## src/rtl/mem_rd_return_router_pkg.sv

```systemverilog
// rtl/mem_rd_return_router_pkg.sv - shared widths and requester tag encoding
package mem_rd_return_router_pkg;

   localparam int ADDR_W_DEF = 15;
   localparam int DATA_W_DEF = 16;

   typedef enum logic {
      REQ_1 = 1'b0,
      REQ_2 = 1'b1
   } req_id_t;

   // One in-flight read: occupies a pipeline slot and remembers who asked.
   typedef struct packed {
      logic    valid;
      req_id_t id;
   } rd_tag_t;

endpackage

```

## src/rtl/mem_rd_return_router_arb.sv

```systemverilog
// rtl/mem_rd_return_router_arb.sv - two-way round-robin arbiter, combinational grants
module rr_arb2
   import mem_rd_return_router_pkg::*;
(
   input  logic clk,
   input  logic rst_n,
   input  logic req1,
   input  logic req2,
   input  logic accept,
   output logic gnt1,
   output logic gnt2
);

   req_id_t ptr;

   // Grants are forced low during reset so nothing is accepted into a cleared pipeline.
   always_comb begin
      gnt1 = 1'b0;
      gnt2 = 1'b0;
      if (rst_n) begin
         if (req1 && (!req2 || ptr == REQ_1)) begin
            gnt1 = 1'b1;
         end else if (req2) begin
            gnt2 = 1'b1;
         end
      end
   end

   // After any accepted request priority passes to the requester that was not served.
   always_ff @(posedge clk or negedge rst_n) begin
      if (!rst_n) begin
         ptr <= REQ_1;
      end else if (accept) begin
         ptr <= gnt2 ? REQ_1 : REQ_2;
      end
   end

endmodule

```

## src/rtl/mem_rd_return_router.sv

```systemverilog
// rtl/mem_rd_return_router.sv - shares one BRAM read port between two requesters
module mem_rd_return_router
   import mem_rd_return_router_pkg::*;
#(
   parameter int ADDR_W = ADDR_W_DEF,
   parameter int DATA_W = DATA_W_DEF,
   parameter int RD_LAT = 1
)(
   input  logic              clk,
   input  logic              rst_n,
   input  logic              req1,
   input  logic [ADDR_W-1:0] addr1,
   output logic              gnt1,
   output logic [DATA_W-1:0] rdata1,
   output logic              rvalid1,
   input  logic              req2,
   input  logic [ADDR_W-1:0] addr2,
   output logic              gnt2,
   output logic [DATA_W-1:0] rdata2,
   output logic              rvalid2,
   output logic              mem_en,
   output logic [ADDR_W-1:0] mem_addr,
   input  logic [DATA_W-1:0] mem_dout
);

   logic    accept;
   rd_tag_t tag_pipe [RD_LAT+1];

   assign accept = gnt1 | gnt2;

   rr_arb2 u_arb (
      .clk    (clk),
      .rst_n  (rst_n),
      .req1   (req1),
      .req2   (req2),
      .accept (accept),
      .gnt1   (gnt1),
      .gnt2   (gnt2)
   );

   always_ff @(posedge clk or negedge rst_n) begin
      if (!rst_n) begin
         mem_en   <= 1'b0;
         mem_addr <= '0;
      end else begin
         mem_en <= accept;
         if (accept) begin
            mem_addr <= gnt2 ? addr2 : addr1;
         end
      end
   end

   // Stage 0 lines up with mem_en; the last stage lines up with mem_dout being valid.
   always_ff @(posedge clk or negedge rst_n) begin
      if (!rst_n) begin
         for (int i = 0; i <= RD_LAT; i++) begin
            tag_pipe[i] <= '0;
         end
      end else begin
         tag_pipe[0] <= '{valid: accept, id: (gnt2 ? REQ_2 : REQ_1)};
         for (int i = 1; i <= RD_LAT; i++) begin
            tag_pipe[i] <= tag_pipe[i-1];
         end
      end
   end

   always_ff @(posedge clk or negedge rst_n) begin
      if (!rst_n) begin
         rvalid1 <= 1'b0;
         rvalid2 <= 1'b0;
         rdata1  <= '0;
         rdata2  <= '0;
      end else begin
         rvalid1 <= tag_pipe[RD_LAT].valid && (tag_pipe[RD_LAT].id == REQ_1);
         rvalid2 <= tag_pipe[RD_LAT].valid && (tag_pipe[RD_LAT].id == REQ_2);
         if (tag_pipe[RD_LAT].valid && tag_pipe[RD_LAT].id == REQ_1) begin
            rdata1 <= mem_dout;
         end
         if (tag_pipe[RD_LAT].valid && tag_pipe[RD_LAT].id == REQ_2) begin
            rdata2 <= mem_dout;
         end
      end
   end

endmodule

```

## config.mk

```make
export PLATFORM = sky130hd
export DESIGN_NAME = mem_rd_return_router
export DESIGN_NICKNAME = d
export VERILOG_FILES = /design/src/rtl/mem_rd_return_router_pkg.sv /design/src/rtl/mem_rd_return_router_arb.sv /design/src/rtl/mem_rd_return_router.sv
export SDC_FILE = /design/constraint.sdc
export NUM_CORES = 1
export LEC_CHECK = 0
export BUFFER_PORTS_ARGS = -buffer_cell sky130_fd_sc_hd__buf_2
export CAP_MARGIN = 20
export CORE_ASPECT_RATIO = 0.5
export CORE_UTILIZATION = 35
export CTS_BUF_LIST = sky130_fd_sc_hd__clkbuf_8
export DETAILED_ROUTE_END_ITERATION = 7
export HOLD_SLACK_MARGIN = 0.06
export PLACE_DENSITY = 0.71
export SETUP_SLACK_MARGIN = 0.5
export SLEW_MARGIN = 0
export SYNTH_ARGS = -nofsm -noshare
export SYNTH_HDL_FRONTEND = slang
export SYNTH_SLANG_ARGS = --single-unit
```

## constraint.sdc

```tcl
create_clock -name clk -period 1.3 [get_ports clk]
set_clock_uncertainty 0.05 [all_clocks]
set_input_delay 0.26 -clock clk [delete_from_list [all_inputs] [get_ports clk]]
set_output_delay 0.26 -clock clk [all_outputs]
set_load 0.02 [all_outputs]
```

Word-level counts from Yosys, hierarchy flattened
Cells that the tools add are included.
{ "word_totals": {"input_bits": 50, "out_inout_bits": 52, "elab_cells": 26, "regBits": 54} }
{ "op_classes": {"bitwise": 3, "n_reduce_logical": 5, "muxes": 8} }
{ "ops": {"columns": ["operator", "n"], "rows": [
  ["2-to-1 mux 15 bit", 1],
  ["2-to-1 mux 1 bit", 7],
  ["logical AND 1 bit", 3],
  ["NOT 1 bit", 2],
  ["logical NOT 1 bit", 1],
  ["logical OR 1 bit", 1],
  ["OR 1 bit", 1]
]} }

Depth between registers and ports, before layout
{ "logic_depth": {"depth_word": 6, "ltp_mapped": 5, "ltp_nobuf": 3} }

Hierarchy
From an unflattened synthesis, not the netlist that was laid out.
{ "unflattened": {"cells_unflattened": 150, "hier_area_um2": 2160.8} }
{ "by_module_without_submodules": {"columns": ["mod", "cells_per_inst", "n_inst", "seq_area_each_um2", "area_per_inst_um2"], "rows": [
  ["mem_rd_return_router", 143, 1, 1326.3, 2094.5],
  ["rr_arb2", 7, 1, 25.0, 66.3]
]} }

Least setup slack after synthesis
OpenSTA, ideal clock, no wires.
{ "synth_path": {"path_type": "reg-to-output", "from": "register u_arb.ptr", "to": "output gnt2", "stages_incl_launch_ff": 4, "setup_slack_ns": -0.036, "required_ns": 0.990, "n_path_buf": 1, "arrival_time_ns": 1.026, "cell_sequence": "dfrtp_1 and2b_4 buf_4 nor2_1"} }
{ "synth_between": {"elab_chain_len": 5} }
{ "synth_rtl": {"columns": ["item", "line", "source"], "rows": [
  ["start, declared", "mem_rd_return_router_arb.sv:14", "req_id_t ptr;"],
  ["start signal, assigned", "mem_rd_return_router_arb.sv:34", "ptr <= gnt2 ? REQ_1 : REQ_2;"],
  ["NOT 1 bit", "mem_rd_return_router_arb.sv:21", "if (req1 && (!req2 || ptr == REQ_1)) begin"],
  ["logical OR 1 bit", "mem_rd_return_router_arb.sv:21", null],
  ["logical AND 1 bit", "mem_rd_return_router_arb.sv:21", null],
  ["2-to-1 mux 1 bit", "mem_rd_return_router_arb.sv:21", null],
  ["2-to-1 mux 1 bit", "mem_rd_return_router_arb.sv:20", "if (rst_n) begin"],
  ["end, declared", "mem_rd_return_router.sv:18", "output logic gnt2,"]
]} }
Every way passes these cells.

Final worst setup path
Same ends and word-level chain as after synthesis.

==> impl_metrics.json <==
{
  "multi_input_area_um2": 903.4,
  "floorplan.die.height_um": 58.68,
  "std_cell_rows": 20,
  "ys_ff_latch": 54,
  "ir_drop_mv": 0.4886,
  "report.final.hold_viol_count": 0,
  "avgSynthCellArea_um2": 13.23,
  "cell_types_with_the_largest_area_share_after_synthesis": "dfrtp_1 (60%), mux2_4 (12%), mux2_2 (7.0%), a31oi_1 (4.2%), nand3_1 (3.3%)",
  "run_status": "finished with violations",
  "synth.net_count": 220,
  "pin_count_of_the_biggest_net_entering_global_routing": 50,
  "mostFrequentLayoutCell": "buf_6",
  "via_density_per_instance": 4.694,
  "cts.sink_count": 54,
  "count_of_fill_cells_added_during_filler_insertion": 459,
  "grt_antenna_before_repair": 0,
  "count_of_different_cell_masters_after_synthesis": 20,
  "worst_hold_path_type": "in -> async",
  "postSynthCellCount": 170,
  "failed_checks": "negative setup slack",
  "wl_um": 6708,
  "detailedRoute.firstIterationViolations": 85,
  "final_net_count": 374,
  "grt_overflow_total": 0,
  "slew_viol_final": 0,
  "design.core.area_mm2": 0.006131,
  "placement.io_buffers": 101,
  "tightest_slew_ns": 0.5922,
  "finalCritPeriodShare_pct": 109.5,
  "final_layout_size_suffix_gt1_share_pct": 62.96,
  "top_level_ports": 102,
  "regArea_mm2": 0.001353,
  "clk_transition_reported_paths_ns": 0.09,
  "leakagePower_nw": 1.905,
  "crit_arrival_ns": 1.11,
  "h-tree-depth": 2,
  "max_cap_violations": 0,
  "global_route.usage.total_pct": 19.40,
  "chipWidth_um": 115.4,
  "ctsLongestPathBuffers": 2,
  "seq_area_frac_synth_pct": 60.10,
  "worstSetupPathType": "reg -> out",
  "final_util_pct": 62.55,
  "tritoncts": "built",
  "drt-pass1-iter-count": 4,
  "setup_viol": 20,
  "syn_to_final_growth_pct": 70.56,
  "floorplan.initialDensity_pct": 36.67,
  "die_area_mm2": 0.006768,
  "n_antenna_cell": 0,
  "critPathRequiredTime_ns": 0.99,
  "globalplace.congestion": 0.7178,
  "worstSetupStartpointType": "flop",
  "grt_setup_unrepaired": "yes",
  "setup.worst_path.end_class": "primary output",
  "layout_common_cells": "buf_6 (58), dfrtp_1 (53), buf_2 (49)",
  "post-synth-top-area-fraction_pct": 60.10,
  "vias": 1934,
  "final_layout_setup_total_negative_slack_ns": -0.5889,
  "critical_path.max_fanout": 2,
  "avgRoutedWirePerCell_um": 16.28,
  "syn-cell-area_mm2": 0.002248,
  "power_dens_cells_mw_per_mm2": 1401,
  "setup_slack_ns": -0.1237,
  "cts_root_buffer": "clkbuf_8",
  "post-route-min-period_ns": 1.424,
  "maxClockFrequency_ghz": 0.7024,
  "slew_headroom_pct": 60.52,
  "clk-insertion-delay-late_ns": 0.30,
  "grt_pass1_wl_um": 10050,
  "yosys_warnings": 0,
  "reg2reg_depth": 4,
  "drc": 0,
  "detail-route-antenna-nets": 0,
  "via_count_of_the_first_global_routing_pass": 2049,
  "cts_made_buffers": 5,
  "detailedPlacementHpwl_um": 3898,
  "synthDominantAreaCellType": "dfrtp_1"
}
-- layer usage --
metal  vias to the layer above  track usage (%)  part of all wire [%]
met5                         -                0                     0
met4                         0            5.751                   2.4
met3                        12            3.913                   3.8
met2                        55            35.24                    53
met1                       959            23.73                    41
li1                        908                -                     -
-- cells by family (layout without fill, tap and decap cells) --
kind of cell	Yosys count	after routing	synth area share, %
mux	32	32	19.03
buf+inv	12	166	4.062
simple gates	39	39	8.514
flops	54	54	60.10
compound gates	33	33	8.291
-- registers in the layout, summed over array words and instances (netlist names) --
name	count
rdata2	16
rvalid2	1
u_arb.ptr	1
mem_addr	15
rdata1	16
tag_pipe	4
rvalid1	1
-- Yosys cell counts --
library cell,n
nand3_1,15
and2_1,1
o21ai_1,9
buf_6,4
o21ai_0,7
dfrtp_1,54
nor2b_4,1
nand2b_2,1
nand2_2,1
o21a_1,1
mux2_2,14
a31oi_1,15
mux2_4,18
buf_4,3
inv_1,1
nand2_1,3
and2b_4,1
a21oi_1,1
buf_2,4
nor2_1,16
-- layout make-up --
type / instances / area share, %
inverter: 1 / 0.1631
sequential: 54 / 35.27
clock buffer: 5 / 1.794
timing repair buffer: 158 / 36.15
multi-input combinational: 104 / 23.56
clock inverter: 2 / 0.1958
tap: 88 / 2.871
-- path summary, 6_finish.rpt --
kind / from / slack [ns] / to
setup / recovery: u_arb.ptr / -0.12 / gnt2
hold / removal: rst_n / 0.12 / mem_addr[1]
setup reg to reg: tag_pipe[0] / -0.04 / rdata1[4]
hold reg to reg: tag_pipe[2] / 0.33 / tag_pipe[0]
max in group asynchronous: rst_n / 0.58 / mem_addr[13]
min in group clk: mem_dout[1] / 0.15 / rdata2[1]
-- through the flow --
stage                     hold WS, ns  instances  setup slack, ns  total power (W)  cell area, µm²
final                          0.1154        412          -0.1237         0.005372            3835
after global routing           0.1410        412          -0.1670         0.005603            3835
after CTS                      0.1298        394          -0.1304         0.005175            3690
after detailed placement      0.04027        363          0.06622         0.003620            2970
after global placement        0.03630        363          0.08960         0.003574            2970
after floorplan              -0.08559        170          0.05824         0.003064            2297
-- what timing repair did --
item	in CTS	in global routing
pin swaps	1	3
setup buffers	21	18
hold endpoints to repair	5	0
resized for setup	128	3
hold buffers	1	0
gates cloned	2	0
setup endpoints to repair	103	104
-- report_power, final --
part	internal [W]	leakage [nW]	switching (W)	total [W]
logic	0.00133	1.23	0.000934	0.00226
clock network	0.000357	0.0466	0.000515	0.000872
registers	0.00199	0.629	0.000248	0.00223
-- critical path: stages (launching register included) --
cell	delay, ns
dfrtp_1	0.38
and2b_4	0.27
nor2_4	0.04
buf_6	0.12
Power figures use the tool's default switching activity.
